`src/rtl/axi_stream_master.sv`:
```
// Pixel FIFO feeding an AXI-Stream master that frames beats into lines and frames.
// tuser marks the first beat of a frame, tlast the last beat of each line.
module axi_stream_master #(
    parameter int DATA_WIDTH   = 32,
    parameter int FRAME_WIDTH  = 640,
    parameter int FRAME_HEIGHT = 480,
    parameter int FIFO_DEPTH   = 4
) (
    input  logic                  clk,
    input  logic                  rst,
    input  logic                  start,
    input  logic [DATA_WIDTH-1:0] pixel_data,
    input  logic                  pixel_valid,
    output logic                  pixel_ready,
    output logic [DATA_WIDTH-1:0] m_axis_tdata,
    output logic                  m_axis_tvalid,
    input  logic                  m_axis_tready,
    output logic                  m_axis_tlast,
    output logic                  m_axis_tuser,
    output logic                  busy,
    output logic                  frame_done
);

    localparam int PTR_W = $clog2(FIFO_DEPTH);
    localparam int CNT_W = PTR_W + 1;
    localparam int COL_W = $clog2(FRAME_WIDTH);
    localparam int ROW_W = (FRAME_HEIGHT > 1) ? $clog2(FRAME_HEIGHT) : 1;
    localparam logic [COL_W-1:0] COL_LAST = COL_W'(FRAME_WIDTH - 1);
    localparam logic [ROW_W-1:0] ROW_LAST = ROW_W'(FRAME_HEIGHT - 1);
    localparam logic [CNT_W-1:0] CNT_FULL = CNT_W'(FIFO_DEPTH);

    typedef enum logic {
        S_IDLE   = 1'b0,
        S_ACTIVE = 1'b1
    } state_t;

    state_t                r_state;
    logic [DATA_WIDTH-1:0] r_mem [FIFO_DEPTH];
    logic [PTR_W-1:0]      r_wr_ptr;
    logic [PTR_W-1:0]      r_rd_ptr;
    logic [CNT_W-1:0]      r_count;
    logic [COL_W-1:0]      r_col;
    logic [ROW_W-1:0]      r_row;
    logic                  r_frame_done;

    logic w_full;
    logic w_empty;
    logic w_push;
    logic w_pop;
    logic w_last_beat;

    assign w_full        = (r_count == CNT_FULL);
    assign w_empty       = (r_count == {CNT_W{1'b0}});
    assign w_push        = pixel_valid && !w_full;
    assign w_pop         = m_axis_tvalid && m_axis_tready;
    assign w_last_beat   = w_pop && (r_col == COL_LAST) && (r_row == ROW_LAST);

    // tdata is forced to zero whenever no beat is offered so stale FIFO
    // contents never leak onto the bus (and reset shows a clean zero).
    assign pixel_ready   = !w_full;
    assign m_axis_tvalid = (r_state == S_ACTIVE) && !w_empty;
    assign m_axis_tdata  = m_axis_tvalid ? r_mem[r_rd_ptr] : {DATA_WIDTH{1'b0}};
    assign m_axis_tuser  = m_axis_tvalid && (r_col == {COL_W{1'b0}}) && (r_row == {ROW_W{1'b0}});
    assign m_axis_tlast  = m_axis_tvalid && (r_col == COL_LAST);
    assign busy          = (r_state == S_ACTIVE);
    assign frame_done    = r_frame_done;

    // FIFO storage: written on accepted push, contents need no reset.
    always_ff @(posedge clk) begin
        if (w_push) begin
            r_mem[r_wr_ptr] <= pixel_data;
        end
    end

    // FIFO pointers and occupancy; power-of-two depth lets pointers wrap naturally.
    always_ff @(posedge clk) begin
        if (rst) begin
            r_wr_ptr <= {PTR_W{1'b0}};
            r_rd_ptr <= {PTR_W{1'b0}};
            r_count  <= {CNT_W{1'b0}};
        end else begin
            if (w_push) begin
                r_wr_ptr <= r_wr_ptr + PTR_W'(1);
            end
            if (w_pop) begin
                r_rd_ptr <= r_rd_ptr + PTR_W'(1);
            end
            case ({w_push, w_pop})
                2'b10:   r_count <= r_count + CNT_W'(1);
                2'b01:   r_count <= r_count - CNT_W'(1);
                default: r_count <= r_count;
            endcase
        end
    end

    // Frame FSM, column/row position and the end-of-frame pulse.
    always_ff @(posedge clk) begin
        if (rst) begin
            r_state      <= S_IDLE;
            r_col        <= {COL_W{1'b0}};
            r_row        <= {ROW_W{1'b0}};
            r_frame_done <= 1'b0;
        end else begin
            r_frame_done <= w_last_beat;
            case (r_state)
                S_IDLE:   r_state <= start ? S_ACTIVE : S_IDLE;
                S_ACTIVE: r_state <= w_last_beat ? S_IDLE : S_ACTIVE;
                default:  r_state <= S_IDLE;
            endcase
            if (w_pop) begin
                if (r_col == COL_LAST) begin
                    r_col <= {COL_W{1'b0}};
                    r_row <= (r_row == ROW_LAST) ? {ROW_W{1'b0}} : r_row + ROW_W'(1);
                end else begin
                    r_col <= r_col + COL_W'(1);
                end
            end
        end
    end

endmodule

```
`config.mk`:
```
export PLATFORM = sky130hd
export DESIGN_NAME = axi_stream_master
export DESIGN_NICKNAME = d
export VERILOG_FILES = /design/src/rtl/axi_stream_master.sv
export SDC_FILE = /design/constraint.sdc
export NUM_CORES = 1
export LEC_CHECK = 0
export CORE_MARGIN = 4
export CORE_UTILIZATION = 50
export CTS_CLUSTER_DIAMETER = 80
export CTS_CLUSTER_SIZE = 14
export DETAILED_ROUTE_END_ITERATION = 8
export PLACE_DENSITY = 0.7
export REMOVE_ABC_BUFFERS = 1
export SKIP_LAST_GASP = 1
export SLEW_MARGIN = 20
export SYNTH_ARGS = -nofsm -noshare
export SYNTH_HDL_FRONTEND = slang
export SYNTH_SLANG_ARGS = --single-unit
```
`constraint.sdc`:
```
create_clock -name clk -period 3.15 [get_ports clk]
set_input_delay 0.7875 -clock clk [delete_from_list [all_inputs] [get_ports clk]]
set_output_delay 0.7875 -clock clk [all_outputs]
set_load 0.01 [all_outputs]
```
* After elaboration in Yosys (flattened, before gate mapping)
Memory sizes are Yosys's and may differ from the RTL's. A register that Yosys moved wholly into a read port is not among the register bits.
Cells that the tools add are included.
** Operators by class
- $add $sub $neg :: 6
- Equality and inequality tests :: 5
- Mux-type cells :: 11
- Bitwise gates (word level) :: 1
- Reduce and logical (&&, ||, !) cells :: 15
** Operator list (count)
- 2-to-1 mux 32 bit :: 1
- adder 10 x 1 -> 10 bit, second input constant :: 1
- equality test 10 bit, second input constant :: 1
- logical NOT 10 bit :: 1
- 2-to-1 mux 10 bit :: 1
- adder 9 x 1 -> 9 bit, second input constant :: 1
- equality test 9 bit, second input constant :: 1
- logical NOT 9 bit :: 1
- 2-to-1 mux 9 bit :: 1
- logical AND 1 bit :: 8
- one-hot mux 3 bit (2 select lines) :: 1
- adder 2 x 1 -> 2 bit, second input constant :: 2
- 2-to-1 mux 1 bit :: 4
- 2-to-1 mux 2 bit :: 2
- adder 3 x 1 -> 3 bit, second input constant :: 1
- equality test 3 bit, second input constant :: 1
- logical NOT 3 bit :: 1
- subtractor 3 x 1 -> 3 bit, second input constant :: 1
- equality test 2 x 1 -> 1 bit, second input constant :: 1
- equality test 2 bit, second input constant :: 1
- logical NOT 1 bit :: 2
- one-hot mux 1 bit (2 select lines) :: 1
- AND reduction 2 bit :: 1
- nonzero test 2 bit :: 1
- NOT 1 bit :: 1
** Word-level totals
- Flip-flop bits (word level) :: 28
- Bits in writable memories :: 128
- Input bits :: 37
- Logic and storage cells :: 46
- Memories :: 1
** Memories
- r_mem :: depth 4, width 32, read ports 1, clocked after memory_dff 1, wr ports 1, RTL line 38 : logic [DATA_WIDTH-1:0] r_mem [FIFO_DEPTH];

* Longest topological paths before layout
Gate-level depths: netlist of run 1.
- Word-level depth :: 8
- Mapped depth :: 9

* Least setup slack after synthesis of run 1
OpenSTA, ideal clock, no wires.
- Path kind :: flip-flop to flip-flop
- From :: reg r_count[2]
- To :: reg r_count[2]
- Library setup time :: 0.070 ns
- Arrival time :: 2.273 ns
- Data required time :: 3.080 ns
- Slack :: 0.806 ns
- Stages on the path, launching flop included :: 10
- Path buffers :: 0
- Period minus slack after synthesis :: 2.344 ns
- Cell sequence :: dfxtp_1 or3b_1 and2_1 inv_1 ha_1 inv_1 fa_1 xor2_1 or3_1 a21oi_1
** On the way
- Elaborated cells between the ends (all ways) :: 13
- Classes of those cells :: 2 x add/sub; 3 x eq/ne; 1 x mux; 7 x reduce/logical
** RTL lines
- start, declared :: RTL line 41 : logic [CNT_W-1:0] r_count;
- start signal, assigned :: RTL line 80 : r_count <= {CNT_W{1'b0}};
- start signal, assigned :: RTL line 89 : 2'b10: r_count <= r_count + CNT_W'(1);
- start signal, assigned :: RTL line 90 : 2'b01: r_count <= r_count - CNT_W'(1);
- equality test 3 bit * :: RTL line 52 : assign w_full = (r_count == CNT_FULL);
- logical NOT 1 bit *
- via pixel_ready :: RTL line 14 : output logic pixel_ready,
- logical AND 1 bit * :: RTL line 54 : assign w_push = pixel_valid && !w_full;
- equality test 2 x 1 -> 1 bit or equality test 2 bit (tied branches) :: RTL line 88 : case ({w_push, w_pop})
- one-hot mux 3 bit (2 select lines) or nonzero test 2 bit (tied branches)
Mark *: on every way through the listed nets, which the timed path passes. The rest lies on a longest branch.
A chain may end at the register's enable or synchronous reset.

==> results_tabular.tex, run 1 <==
\begin{tabular}{lr}
\hline
Metric & Value \\
\hline
\multicolumn{2}{l}{\textbf{Outcome}} \\
Result of the run & finished clean \\
\multicolumn{2}{l}{\textbf{STA}} \\
Max Fclk & around 330 MHz \\
Hold violation total from the final report & 0 \\
Clock tree skew after final layout & around 9 ps \\
Tightest Pin Transition & slightly below 500 ps \\
Final-layout setup total negative slack & 0 ps \\
Final cycle utilization of the critical path & 97.0\% \\
Number of max-slew violations in the final report & 0 \\
Setup repair after global routing missed its margin & false \\
Final setup violation count & 0 \\
Headroom to the max-slew limit & approximately two thirds \\
Fin crit period & a little over 3000 ps \\
\multicolumn{2}{l}{\textbf{Critical path}} \\
Worst R2R Start & r\_count[2]\$\_SDFFE\_PP0P\_ \\
Crit start category & flop \\
Type of element capturing the critical path & output port \\
Required @ worst endpoint & roughly 2400 ps \\
Worst-case register-to-register setup slack & $\sim$660 ps \\
Max FO, Critical Path & 32 \\
Worst setup path category & flop to output port \\
Path depth of the worst reg2reg path & 9 \\
Capture point of the worst path & m\_axis\_tdata[18] \\
Worst endpoint data arrival time & approximately 2300 ps \\
Critical R2R Capture & r\_count[2]\$\_SDFFE\_PP0P\_ \\
\multicolumn{2}{l}{\textbf{Power and ir drop}} \\
Static Leak & roughly 2.6 nW \\
PwrDens & between 600 and 700 mW/mm² \\
Maximum vdd ir drop & 0.342 mV \\
Net Sw Frac & 20.7\% \\
Total power & $\sim$4.8 mW \\
Sequential cell fraction of total power & a little under 50\% \\
Clk pwr share & slightly above 40\% \\
Combinational share of power & under 10\% \\
Psw & around 1 mW \\
Internal Power & between 3 and 4 mW \\
\multicolumn{2}{l}{\textbf{Placed design}} \\
Quantity of I/O buffers inserted on ports & 74 \\
Gpl congestion & 0.818 \\
DPL Wire Length & a little over 7000 µm \\
\multicolumn{2}{l}{\textbf{Clocking}} \\
CTS tree & yes \\
Maximum clock insertion buffer count & 2 \\
Root Buffer Master & sky130\_fd\_sc\_hd\_\_clkbuf\_16 \\
Clock latency on the worst-skew pair & 410 ps \\
Setup Fix Bufs, Post-CTS & 0 \\
Number of clock buffers inserted by TritonCTS & 17 \\
Count of hold-fix buffers inserted at cts & 0 \\
TritonCTS sink count & 158 \\
Clk pin slew, worst setup/hold paths & roughly 60 ps \\
Deepest level of the CTS H-tree & 4 \\
\multicolumn{2}{l}{\textbf{Floorplan}} \\
Core Footprint & 0.0123 mm² \\
Die X & roughly 120 µm \\
Die outline area & between 0.01 and 0.015 mm² \\
Initial cell density of the core & between 50\% and 60\% \\
Die Ht & between 100 and 150 µm \\
Rows & 40 \\
Number of top-level pins & 75 \\
\multicolumn{2}{l}{\textbf{Cells and area}} \\
Fraction of final layout cells sized beyond drive strength 1 & between 10\% and 20\% \\
Final-layout fill cell count & just under 900 \\
Number of nets at the end of the flow & 517 \\
Area grow syn2layout & 25.3\% \\
ANT cells & 0 \\
\multicolumn{2}{l}{\textbf{Drt}} \\
Final wirelength & about 12000 µm \\
Post-route DRC violation count & 0 \\
Vias per inst & between 5 and 6 \\
Post-route ant nets & 0 \\
Routed wire length per instance & approximately 18 µm \\
Violation count after the first detailed-route iteration & around 240 \\
Via Count & between 3k and 4k \\
DRT Pass-1 Iters & 4 \\
\multicolumn{2}{l}{\textbf{Synth}} \\
Main flop type after synthesis & sky130\_fd\_sc\_hd\_\_edfxtp\_1 \\
Share of flip-flops with an asynchronous set or reset after synthesis & 0\% \\
Fraction of synthesized cell area taken by the top area cell type & 60.3\% \\
Cell accounting for the most synthesized area & sky130\_fd\_sc\_hd\_\_edfxtp\_1 \\
Count of flip-flops with a built-in enable after synthesis & 128 \\
Post-Synthesis Cell Area & 0.00638 mm² \\
Cell count after synthesis & between 300 and 400 \\
Post-synthesis register bit count & 158 \\
Synth area leaders & sky130\_fd\_sc\_hd\_\_edfxtp\_1, sky130\_fd\_sc\_hd\_\_mux4\_2, sky130\_fd\_sc\_hd\_\_dfxtp\_1 \\
Share of synthesized area occupied by flip-flops and latches & roughly 70\% \\
Avg Cell Area, Syn & 16.7 µm² \\
Yosys warning count & 0 \\
Number of distinct standard cells referenced by the synthesized netlist & 42 \\
\multicolumn{2}{l}{\textbf{Global route}} \\
Pin count of the biggest net entering global routing & 33 \\
Global Route met2 Usage & between 20\% and 30\% \\
Antenna violations before repair & 0 \\
Most congested layer reported by global routing & met2 \\
Met3 Track Usage GR & 4.76\% \\
Number of global-route vias before repair & around 3.6k \\
Tot GR Track Use & 16.8\% \\
Met1 Resource Use GR & between 20\% and 30\% \\
Remaining global-route overflow & 0 \\
First-pass GRT wire length & roughly 19000 µm \\
\multicolumn{2}{l}{\textbf{Worst hold path}} \\
Path category of the worst min-delay check & flop to flop \\
\multicolumn{2}{l}{\textbf{Run}} \\
Number of maximum-capacitance violations & 0 \\
\hline
\end{tabular}
[Yosys cell counts (all sizes together) (7+ instances only)]
library cell / instances
o21ai: 7
and2: 34
dfxtp: 30
and3: 7
ha: 9
edfxtp: 128
nand2: 16
buf: 8
xnor2: 9
a21oi: 9
nor2: 21
mux4: 32
clkbuf: 7
inv: 13
[area by class of cell]
class | instances | area (µm²) | share of cell area [%]
Clock buffer | 18 | 429 | 5.37
Tap cell | 168 | 210 | 2.63
Sequential cell | 158 | 4450 | 55.7
Multi-Input combinational cell | 195 | 1820 | 22.8
Clock inverter | 13 | 149 | 1.86
Timing Repair Buffer | 85 | 877 | 11.0
Inverter | 13 | 51.3 | 0.642
[critical path, cell delays in order, from the launching register on]
cell and delay [ps]:
sky130_fd_sc_hd__dfxtp_2 340, sky130_fd_sc_hd__buf_12 260, sky130_fd_sc_hd__mux4_2 550, sky130_fd_sc_hd__and2_1 190, sky130_fd_sc_hd__clkdlybuf4s50_1 500
[cell families after synthesis]
group | Yosys count | share of synthesized area [%]
adders and majority gates | 10 | 2.08
and+or+nand+nor | 115 | 10.6
buffers and inverters | 28 | 1.79
AOI/OAI and AO/OA | 22 | 2.33
DFF | 158 | 69.7
xor gates and xnor gates | 14 | 1.92
muxes | 34 | 11.6
[routing by layer]
metal,up-vias,share of wire (%)
li1,1640,-
met1,1706,43
met2,85,51
met3,16,4.6
met4,0,1.5
met5,-,0
[worst min-delay path by stage]
stage	startpoint	end	slack [ps]	cells past startpoint
floorplan	r_row[4]$_SDFFE_PP0P_	r_row[4]$_SDFFE_PP0P_	460	2
global placement	r_col[1]$_SDFFE_PP0P_	r_col[1]$_SDFFE_PP0P_	480	2
detailed placement	r_col[1]$_SDFFE_PP0P_	r_col[1]$_SDFFE_PP0P_	490	2
CTS	r_col[1]$_SDFFE_PP0P_	r_col[1]$_SDFFE_PP0P_	500	2
global route	r_wr_ptr[1]$_SDFFE_PP0P_	r_wr_ptr[1]$_SDFFE_PP0P_	540	2
finish	r_wr_ptr[1]$_SDFFE_PP0P_	r_wr_ptr[1]$_SDFFE_PP0P_	500	2
[cell usage in the layout (no fill, tap or decap), drive strengths merged, types with 9 or more instances in the layout]
master / instances
dfxtp: 30
mux4: 32
nor2: 21
buf: 11
a21oi: 9
clkbuf: 18
nand2: 16
and2: 34
xnor2: 9
edfxtp: 128
inv: 13
ha: 9
clkdlybuf4s50: 74
[flip-flops by register name, indices dropped and copies added, names as in the netlist, named ones only]
signal and flops:
r_mem 128, r_col 10, r_wr_ptr 2, r_row 9, busy 1, r_count 3, frame_done 1, r_rd_ptr 2
[metrics by stage]
step                area [µm²]  std cells  setup slack (ps)  hold slack, ps  utilization [%]
finish                    7990        650              93.4             503             65.1
global route              7990        650              2.22             536             65.1
CTS                       7980        650              31.1             497             65.1
detailed placement        7410        619               301             489             60.4
global placement          7410        619               377             480             60.4
floorplan                 6310        366              88.8             463                -
[power groups by stage]
stage / Sequential (mW) / Combinational [mW] / Clock, mW
2_1_floorplan: 2.46 / 0.219 / 0
3_3_place_gp: 2.44 / 0.464 / 0
3_5_place_dp: 2.45 / 0.468 / 0
4_1_cts: 2.41 / 0.472 / 2.02
5_1_grt: 2.41 / 0.501 / 2.13
6_report: 2.41 / 0.461 / 1.98
[what timing repair did]
action,in CTS,in global routing
endpoints found under the hold margin,0,0
gates resized for setup,0,1
setup endpoints to repair,0,1
Note: power is estimated with default switching activity, not from simulation.
==> run 2: changes to the inputs <==
==> config.mk (replaced) <==
export PLATFORM = sky130hd
export DESIGN_NAME = axi_stream_master
export DESIGN_NICKNAME = d
export VERILOG_FILES = /design/src/rtl/axi_stream_master.sv
export SDC_FILE = /design/constraint.sdc
export NUM_CORES = 1
export LEC_CHECK = 0
export CORE_UTILIZATION = 45
export CTS_CLUSTER_DIAMETER = 80
export CTS_CLUSTER_SIZE = 14
export DETAILED_ROUTE_END_ITERATION = 8
export PLACE_DENSITY = 0.63
export REMOVE_ABC_BUFFERS = 1
export SKIP_LAST_GASP = 1
export SYNTH_ARGS = -nofsm -noshare
export SYNTH_HDL_FRONTEND = slang
export SYNTH_SLANG_ARGS = --single-unit
==> run 2 against run 1 <==
Cell area increased by 0.30%. Routed wire length rose by 2.5%. Register-to-register slack worse by 20 ps. Worst hold slack worse by 7.9 ps. Setup slack better by 21 ps. Power decreased by 1.8%. Critical path depth unchanged. Clock power shrank 5%. Global-route usage increased by 1.0 points. Non-clock buffer count grew 1. Clock-buffer cell count is 3 higher. Clock skew is 1.2 ps lower. Critical path type unchanged. Largest cell class unchanged. Largest power group unchanged.
==> results_tabular.tex, run 2 (synthesis results as in run 1) <==
\begin{tabular}{lr}
\hline
Metric & Value \\
\hline
\multicolumn{2}{l}{\textbf{Clocking}} \\
Root Buffer Master & sky130\_fd\_sc\_hd\_\_clkbuf\_16 \\
Clock latency on the worst-skew pair & 420 ps (about the same) \\
Clk pin slew, worst setup/hold paths & 60 ps (about the same) \\
TritonCTS sink count & 158 (unchanged) \\
CTS tree & yes \\
Count of hold-fix buffers inserted at cts & 0 (unchanged) \\
Number of clock buffers inserted by TritonCTS & 17 (unchanged) \\
Deepest level of the CTS H-tree & 4 (unchanged) \\
Maximum clock insertion buffer count & 2 (unchanged) \\
\multicolumn{2}{l}{\textbf{STA}} \\
Tightest Pin Transition & 461 ps (-27.7 ps) \\
Smallest setup slack after layout & 114 ps (+21.1 ps) \\
Final-layout setup total negative slack & 0 ps (unchanged) \\
Final setup violation count & 0 (unchanged) \\
Fin crit period & 3040 ps (-21.1 ps) \\
Setup repair after global routing missed its margin & false \\
Headroom to the max-slew limit & 69.3\% (+1.8 points) \\
Number of max-slew violations in the final report & 0 (unchanged) \\
Hold violation total from the final report & 0 (unchanged) \\
Max Fclk & 329 MHz (+0.69\%) \\
Clock tree skew after final layout & 7.59 ps (-1.16 ps) \\
Final cycle utilization of the critical path & 96.4\% (-0.67 points) \\
\multicolumn{2}{l}{\textbf{Cells and area}} \\
Leading cell types in the layout, fill and taps excluded & sky130\_fd\_sc\_hd\_\_edfxtp\_1, sky130\_fd\_sc\_hd\_\_clkdlybuf4s50\_1, sky130\_fd\_sc\_hd\_\_and2\_1 \\
Register bank with the most flops & r\_mem \\
Number of flip-flops under the largest register name & 128 (unchanged) \\
Final standard cell count with taps included and fillers excluded & 664 (+2.2\%) \\
Area grow syn2layout & 25.6\% \\
Fraction of final layout cells sized beyond drive strength 1 & 17.1\% (-0.69 points) \\
Most frequent standard cell in the layout excluding fill and tap cells & sky130\_fd\_sc\_hd\_\_edfxtp\_1 \\
Final-layout fill cell count & 1073 (+24\%) \\
ANT cells & 0 (unchanged) \\
Leading registers by flop count & r\_mem x128, r\_col x10, r\_row x9 \\
Number of nets at the end of the flow & 518 (+0.19\%) \\
\multicolumn{2}{l}{\textbf{Critical path}} \\
Worst R2R Start & r\_count[2]\$\_SDFFE\_PP0P\_ \\
Type of element capturing the critical path & output port \\
Worst-case register-to-register setup slack & 640 ps (-20 ps) \\
Worst endpoint data arrival time & 2250 ps (-20 ps) \\
Crit start category & flop \\
Max FO, Critical Path & 32 (unchanged) \\
Required @ worst endpoint & 2360 ps (about the same) \\
Critical R2R Capture & r\_count[2]\$\_SDFFE\_PP0P\_ \\
Worst setup path category & flop to output port \\
Capture point of the worst path & m\_axis\_tdata[1] \\
Path depth of the worst reg2reg path & 9 (unchanged) \\
\multicolumn{2}{l}{\textbf{Power and ir drop}} \\
Sequential cell fraction of total power & 50.5\% (+0.9 points) \\
Internal Power & 3.77 mW (-1.9\%) \\
PwrDens & 595 mW/mm² (-2.0\%) \\
Static Leak & 2.64 nW (+0.19\%) \\
Combinational share of power & 9.9\% (+0.4 points) \\
Maximum vdd ir drop & 0.349 mV (+2.2\%) \\
Psw & 0.993 mW (-1.0\%) \\
Clk pwr share & 39.6\% (-1.2 points) \\
Net Sw Frac & 20.8\% (+0.16 points) \\
\multicolumn{2}{l}{\textbf{Placed design}} \\
Post-Place Cells & 632 (+2.1\%) \\
DPL Wire Length & 7500 µm (+3.5\%) \\
Gpl congestion & 0.774 (-5.4\%) \\
Quantity of I/O buffers inserted on ports & 74 (unchanged) \\
Post-Place Worst Slack & 212 ps (-89.3 ps) \\
\multicolumn{2}{l}{\textbf{Floorplan}} \\
Core Footprint & 0.0138 mm² (+13\%) \\
Rows & 43 (+7.5\%) \\
Die X & 121 µm (about the same) \\
Initial cell density of the core & 46.1\% (-5.9 points) \\
Die outline area & 0.0147 mm² (+0.18\%) \\
Number of top-level pins & 75 (unchanged) \\
Die Ht & 121 µm (about the same) \\
\multicolumn{2}{l}{\textbf{Global route}} \\
Remaining global-route overflow & 0 (unchanged) \\
Antenna violations before repair & 0 (unchanged) \\
Tot GR Track Use & 17.8\% (+1.0 points) \\
First-pass GRT wire length & 18900 µm (+1.9\%) \\
Number of global-route vias before repair & 3717 (+2.7\%) \\
Pin count of the biggest net entering global routing & 35 (+6.1\%) \\
\multicolumn{2}{l}{\textbf{Run}} \\
Number of maximum-capacitance violations & 0 (unchanged) \\
\multicolumn{2}{l}{\textbf{Drt}} \\
Violation count after the first detailed-route iteration & 185 (-22\%) \\
Vias per inst & 5.24 (-1.1\%) \\
DRT Pass-1 Iters & 4 (unchanged) \\
Final wirelength & 11900 µm (+2.5\%) \\
Post-route ant nets & 0 (unchanged) \\
Via Count & 3482 (+1.0\%) \\
Routed wire length per instance & 17.9 µm (+0.33\%) \\
Post-route DRC violation count & 0 (unchanged) \\
\multicolumn{2}{l}{\textbf{Worst hold path}} \\
Path category of the worst min-delay check & flop to flop \\
\multicolumn{2}{l}{\textbf{Outcome}} \\
Result of the run & finished clean \\
\hline
\end{tabular}
run 2: worst max-delay path, stage by stage, from the launching register on:
cell,delay (ps)
sky130_fd_sc_hd__dfxtp_2,340
sky130_fd_sc_hd__buf_12,260
sky130_fd_sc_hd__mux4_2,540
sky130_fd_sc_hd__and2_1,170
sky130_fd_sc_hd__clkdlybuf4s50_1,510
run 2: repair_timing:
item                       in CTS  in global routing
hold endpoints to repair        0                  0
gates resized for setup         0                  1
setup endpoints to repair       0                  1
buffers inserted                0                  0
run 2: per-layer routing:
metal / global-route usage, % / vias up / share of wire, %
met5: 0 / - / 0
met4: 7.48 / 0 / 1.7
met3: 4.70 / 16 / 3.9
met2: 30.6 / 67 / 52
met1: 21.2 / 1755 / 42
li1: - / 1644 / -
run 2: worst min-delay path by stage:
| stage | start | to | depth (start not counted) |
|---|---|---|---|
| final | r_col[1]$_SDFFE_PP0P_ | r_col[1]$_SDFFE_PP0P_ | 2 |
| after global routing | r_col[1]$_SDFFE_PP0P_ | r_col[1]$_SDFFE_PP0P_ | 2 |
| after CTS | r_col[1]$_SDFFE_PP0P_ | r_col[1]$_SDFFE_PP0P_ | 2 |
| after detailed placement | r_col[1]$_SDFFE_PP0P_ | r_col[1]$_SDFFE_PP0P_ | 2 |
| after global placement | r_col[1]$_SDFFE_PP0P_ | r_col[1]$_SDFFE_PP0P_ | 2 |
| after floorplan | r_row[4]$_SDFFE_PP0P_ | r_row[4]$_SDFFE_PP0P_ | 2 |
run 2: final cells by class:
class                      count  area (µm²)  area share [%]
inverter                      13        51.3           0.640
timing repair buffer          86         918            11.5
multi-input combinational    195        1830            22.8
clock inverter                11        98.8            1.23
tap                          180         225            2.81
sequential                   158        4450            55.5
clock buffer                  21         440            5.50
run 2: power by group through the flow:
stage,Sequential [mW],Clock (mW),Combinational [mW]
CTS,2.41,1.92,0.484
finish,2.40,1.88,0.474
global route,2.41,2.01,0.517
detailed placement,2.45,0,0.481
floorplan,2.46,0,0.219
global placement,2.44,0,0.474
run 2: per-stage QoR:
step           hold WS, ps  cell area [µm²]  utilization, %  total power, mW
2_1_floorplan          463             6310               -             2.68
3_3_place_gp           479             7470            54.0             2.92
3_5_place_dp           489             7470            54.0             2.93
4_1_cts                497             8010            57.9             4.81
5_1_grt                531             8010            57.9             4.94
6_report               495             8010            57.9             4.76
==> run 3: changes to the inputs <==
--- a/config.mk
+++ b/config.mk
@@ -5,11 +5,13 @@
 export SDC_FILE = /design/constraint.sdc
 export NUM_CORES = 1
 export LEC_CHECK = 0
+export CELL_PAD_IN_SITES_DETAIL_PLACEMENT = 0
+export CELL_PAD_IN_SITES_GLOBAL_PLACEMENT = 1
 export CORE_UTILIZATION = 45
 export CTS_CLUSTER_DIAMETER = 80
 export CTS_CLUSTER_SIZE = 14
 export DETAILED_ROUTE_END_ITERATION = 8
-export PLACE_DENSITY = 0.63
+export PLACE_DENSITY = 0.73
 export REMOVE_ABC_BUFFERS = 1
 export SKIP_LAST_GASP = 1
 export SYNTH_ARGS = -nofsm -noshare
==> constraint.sdc (replaced) <==
create_clock -name clk -period 3 [get_ports clk]
set_input_delay 0.75 -clock clk [delete_from_list [all_inputs] [get_ports clk]]
set_output_delay 0.75 -clock clk [all_outputs]
set_load 0.01 [all_outputs]
==> run 3 against run 2 <==
Register-to-register slack worse by 140 ps. Combinational power up 3%. Final cell count unchanged. Critical endpoint is now m_axis_tdata[20]. Largest cell class unchanged. Highest routed layer unchanged.
==> results_tabular.tex, run 3 (synthesis results as in run 1) <==
\begin{tabular}{lr}
\hline
Metric & Value \\
\hline
\multicolumn{2}{l}{\textbf{Cells and area}} \\
Fraction of final layout cells sized beyond drive strength 1 & 18.6\% (+1.4 points) \\
Leading cell types in the layout, fill and taps excluded & sky130\_fd\_sc\_hd\_\_edfxtp\_1, sky130\_fd\_sc\_hd\_\_clkdlybuf4s50\_1, sky130\_fd\_sc\_hd\_\_and2\_1 \\
Register bank with the most flops & r\_mem \\
Area grow syn2layout & 26.8\% \\
Leading registers by flop count & r\_mem x128, r\_col x10, r\_row x9 \\
Number of nets at the end of the flow & 518 (unchanged) \\
Number of flip-flops under the largest register name & 128 (unchanged) \\
Area of all placed cells without fillers & 0.00808 mm² (+0.91\%) \\
Final-layout fill cell count & 1031 (-3.9\%) \\
ANT cells & 0 (unchanged) \\
Most frequent standard cell in the layout excluding fill and tap cells & sky130\_fd\_sc\_hd\_\_edfxtp\_1 \\
\multicolumn{2}{l}{\textbf{STA}} \\
Final setup violation count & 0 (unchanged) \\
Max Fclk & about 340 MHz \\
Hold violation total from the final report & 0 (unchanged) \\
Number of max-slew violations in the final report & 0 (unchanged) \\
Headroom to the max-slew limit & 66.4\% (-2.8 points) \\
Tightest Pin Transition & 504 ps (+42.7 ps) \\
Smallest setup slack after layout & 76.5 ps (-37.9 ps) \\
Fin crit period & between 2000 and 3000 ps \\
Setup repair after global routing missed its margin & true \\
Clock tree skew after final layout & 6.32 ps (-1.27 ps) \\
Final cycle utilization of the critical path & a little over nine tenths \\
Final-layout setup total negative slack & 0 ps (unchanged) \\
\multicolumn{2}{l}{\textbf{Floorplan}} \\
Initial cell density of the core & 46.1\% (unchanged) \\
Rows & 43 (unchanged) \\
Die X & 121 µm (unchanged) \\
Number of top-level pins & 75 (unchanged) \\
Die outline area & 0.0147 mm² (unchanged) \\
Core Footprint & 0.0138 mm² (unchanged) \\
Die Ht & 121 µm (unchanged) \\
\multicolumn{2}{l}{\textbf{Placed design}} \\
Quantity of I/O buffers inserted on ports & 74 (unchanged) \\
Gpl congestion & 0.756 (-2.3\%) \\
Instance area at placement & 0.00745 mm² (-0.27\%) \\
Post-Place Worst Slack & 216 ps (+3.84 ps) \\
DPL Wire Length & 7000 µm (-6.7\%) \\
\multicolumn{2}{l}{\textbf{Drt}} \\
Routed wire length per instance & 17.3 µm (-3.3\%) \\
Post-route ant nets & 0 (unchanged) \\
Vias per inst & 5.21 (-0.69\%) \\
DRT Pass-1 Iters & 5 (+1) \\
Post-route DRC violation count & 0 (unchanged) \\
Via Count & 3458 (-0.69\%) \\
Violation count after the first detailed-route iteration & 283 (+53\%) \\
Final wirelength & 11500 µm (-3.3\%) \\
\multicolumn{2}{l}{\textbf{Clocking}} \\
Root Buffer Master & sky130\_fd\_sc\_hd\_\_clkbuf\_16 \\
TritonCTS sink count & 158 (unchanged) \\
Clock latency on the worst-skew pair & 420 ps (about the same) \\
Deepest level of the CTS H-tree & 4 (unchanged) \\
Count of hold-fix buffers inserted at cts & 0 (unchanged) \\
CTS tree & yes \\
Number of clock buffers inserted by TritonCTS & 17 (unchanged) \\
Maximum clock insertion buffer count & 2 (unchanged) \\
Clk pin slew, worst setup/hold paths & 60 ps (about the same) \\
\multicolumn{2}{l}{\textbf{Worst hold path}} \\
Path category of the worst min-delay check & flop to flop \\
\multicolumn{2}{l}{\textbf{Critical path}} \\
Required @ worst endpoint & 2250 ps (-110 ps) \\
Worst setup path category & flop to output port \\
Crit start category & flop \\
Max FO, Critical Path & 13 (-59\%) \\
Type of element capturing the critical path & output port \\
Worst endpoint data arrival time & 2170 ps (-80 ps) \\
\multicolumn{2}{l}{\textbf{Global route}} \\
Antenna violations before repair & 0 (unchanged) \\
First-pass GRT wire length & 18300 µm (-3.1\%) \\
Number of global-route vias before repair & 3564 (-4.1\%) \\
Tot GR Track Use & 17.2\% (-0.65 points) \\
Remaining global-route overflow & 0 (unchanged) \\
Pin count of the biggest net entering global routing & 35 (unchanged) \\
\multicolumn{2}{l}{\textbf{Run}} \\
Number of maximum-capacitance violations & 0 (unchanged) \\
\multicolumn{2}{l}{\textbf{Power and ir drop}} \\
PwrDens & 647 mW/mm² (+8.8\%) \\
Static Leak & 2.69 nW (+1.9\%) \\
Maximum vdd ir drop & 0.383 mV (+9.8\%) \\
Total power & 5.23 mW (+9.8\%) \\
\multicolumn{2}{l}{\textbf{Outcome}} \\
Result of the run & finished clean \\
\hline
\end{tabular}
## run 3: cell types whose count changed in the layout (fill, tap and decap cells not counted), sizes merged
cell / delta
dlymetal6s2s: +1
inv: +2
clkbuf: -4
bufinv: +2
clkinvlp: +1
clkdlybuf4s50: -1
clkinv: -1
## run 3: layer usage
layer	part of all wire (%)	global-route usage [%]	vias to the layer above	wire length (µm)
met2	50	28.2	77	5760
met4	1.3	6.71	0	149
met1	44	21.5	1726	5020
met3	4.8	5.08	15	546
li1	-	-	1640	-
met5	0	0	-	0
## run 3: path summary, 6_finish.rpt
path,startpoint,end,slack (ps),depth (start not counted)
hold / removal,r_col[1]$_SDFFE_PP0P_,r_col[1]$_SDFFE_PP0P_,500,2
setup reg to reg,r_count[2]$_SDFFE_PP0P_,r_count[2]$_SDFFE_PP0P_,500,9
setup / recovery,flop,m_axis_tdata[20],80,4
hold reg to reg,r_col[1]$_SDFFE_PP0P_,r_col[1]$_SDFFE_PP0P_,500,2
## run 3: critical path, cell delays in order (launching register included)
cell and delay (ps):
sky130_fd_sc_hd__dfxtp_2 360, sky130_fd_sc_hd__buf_8 200, sky130_fd_sc_hd__mux4_2 530, sky130_fd_sc_hd__and2_1 190, sky130_fd_sc_hd__clkdlybuf4s50_1 480
## run 3: metrics by stage
step,util (%),hold slack (ps),cells
after detailed placement,53.9,490,631
after global routing,58.5,527,664
after CTS,58.4,498,663
after floorplan,-,463,366
final,58.5,495,664
after global placement,53.9,478,631
## run 3: timing repair
action                     4_1_cts  5_1_grt
buffers inserted                 0        1
setup endpoints to repair       12       12
cloned                           0        0
pin swaps                        0        1
gates resized for setup          1        3
hold endpoints to repair         0        0
## run 3: final cells by class
type	instances	area, µm²	area share, %
Sequential cell	158	4450	55.0
Clock inverter	15	194	2.40
Multi-Input combinational cell	195	1820	22.6
Clock buffer	17	425	5.26
Inverter	13	51.3	0.635
Tap cell	180	225	2.79
Timing Repair Buffer	86	916	11.3
## run 3: power by group
part	internal, mW	switching, mW	total (mW)
clock	1.39	0.826	2.21
sequential	2.49	0.0384	2.53
combinational	0.264	0.225	0.488
total	4.14	1.09	5.23
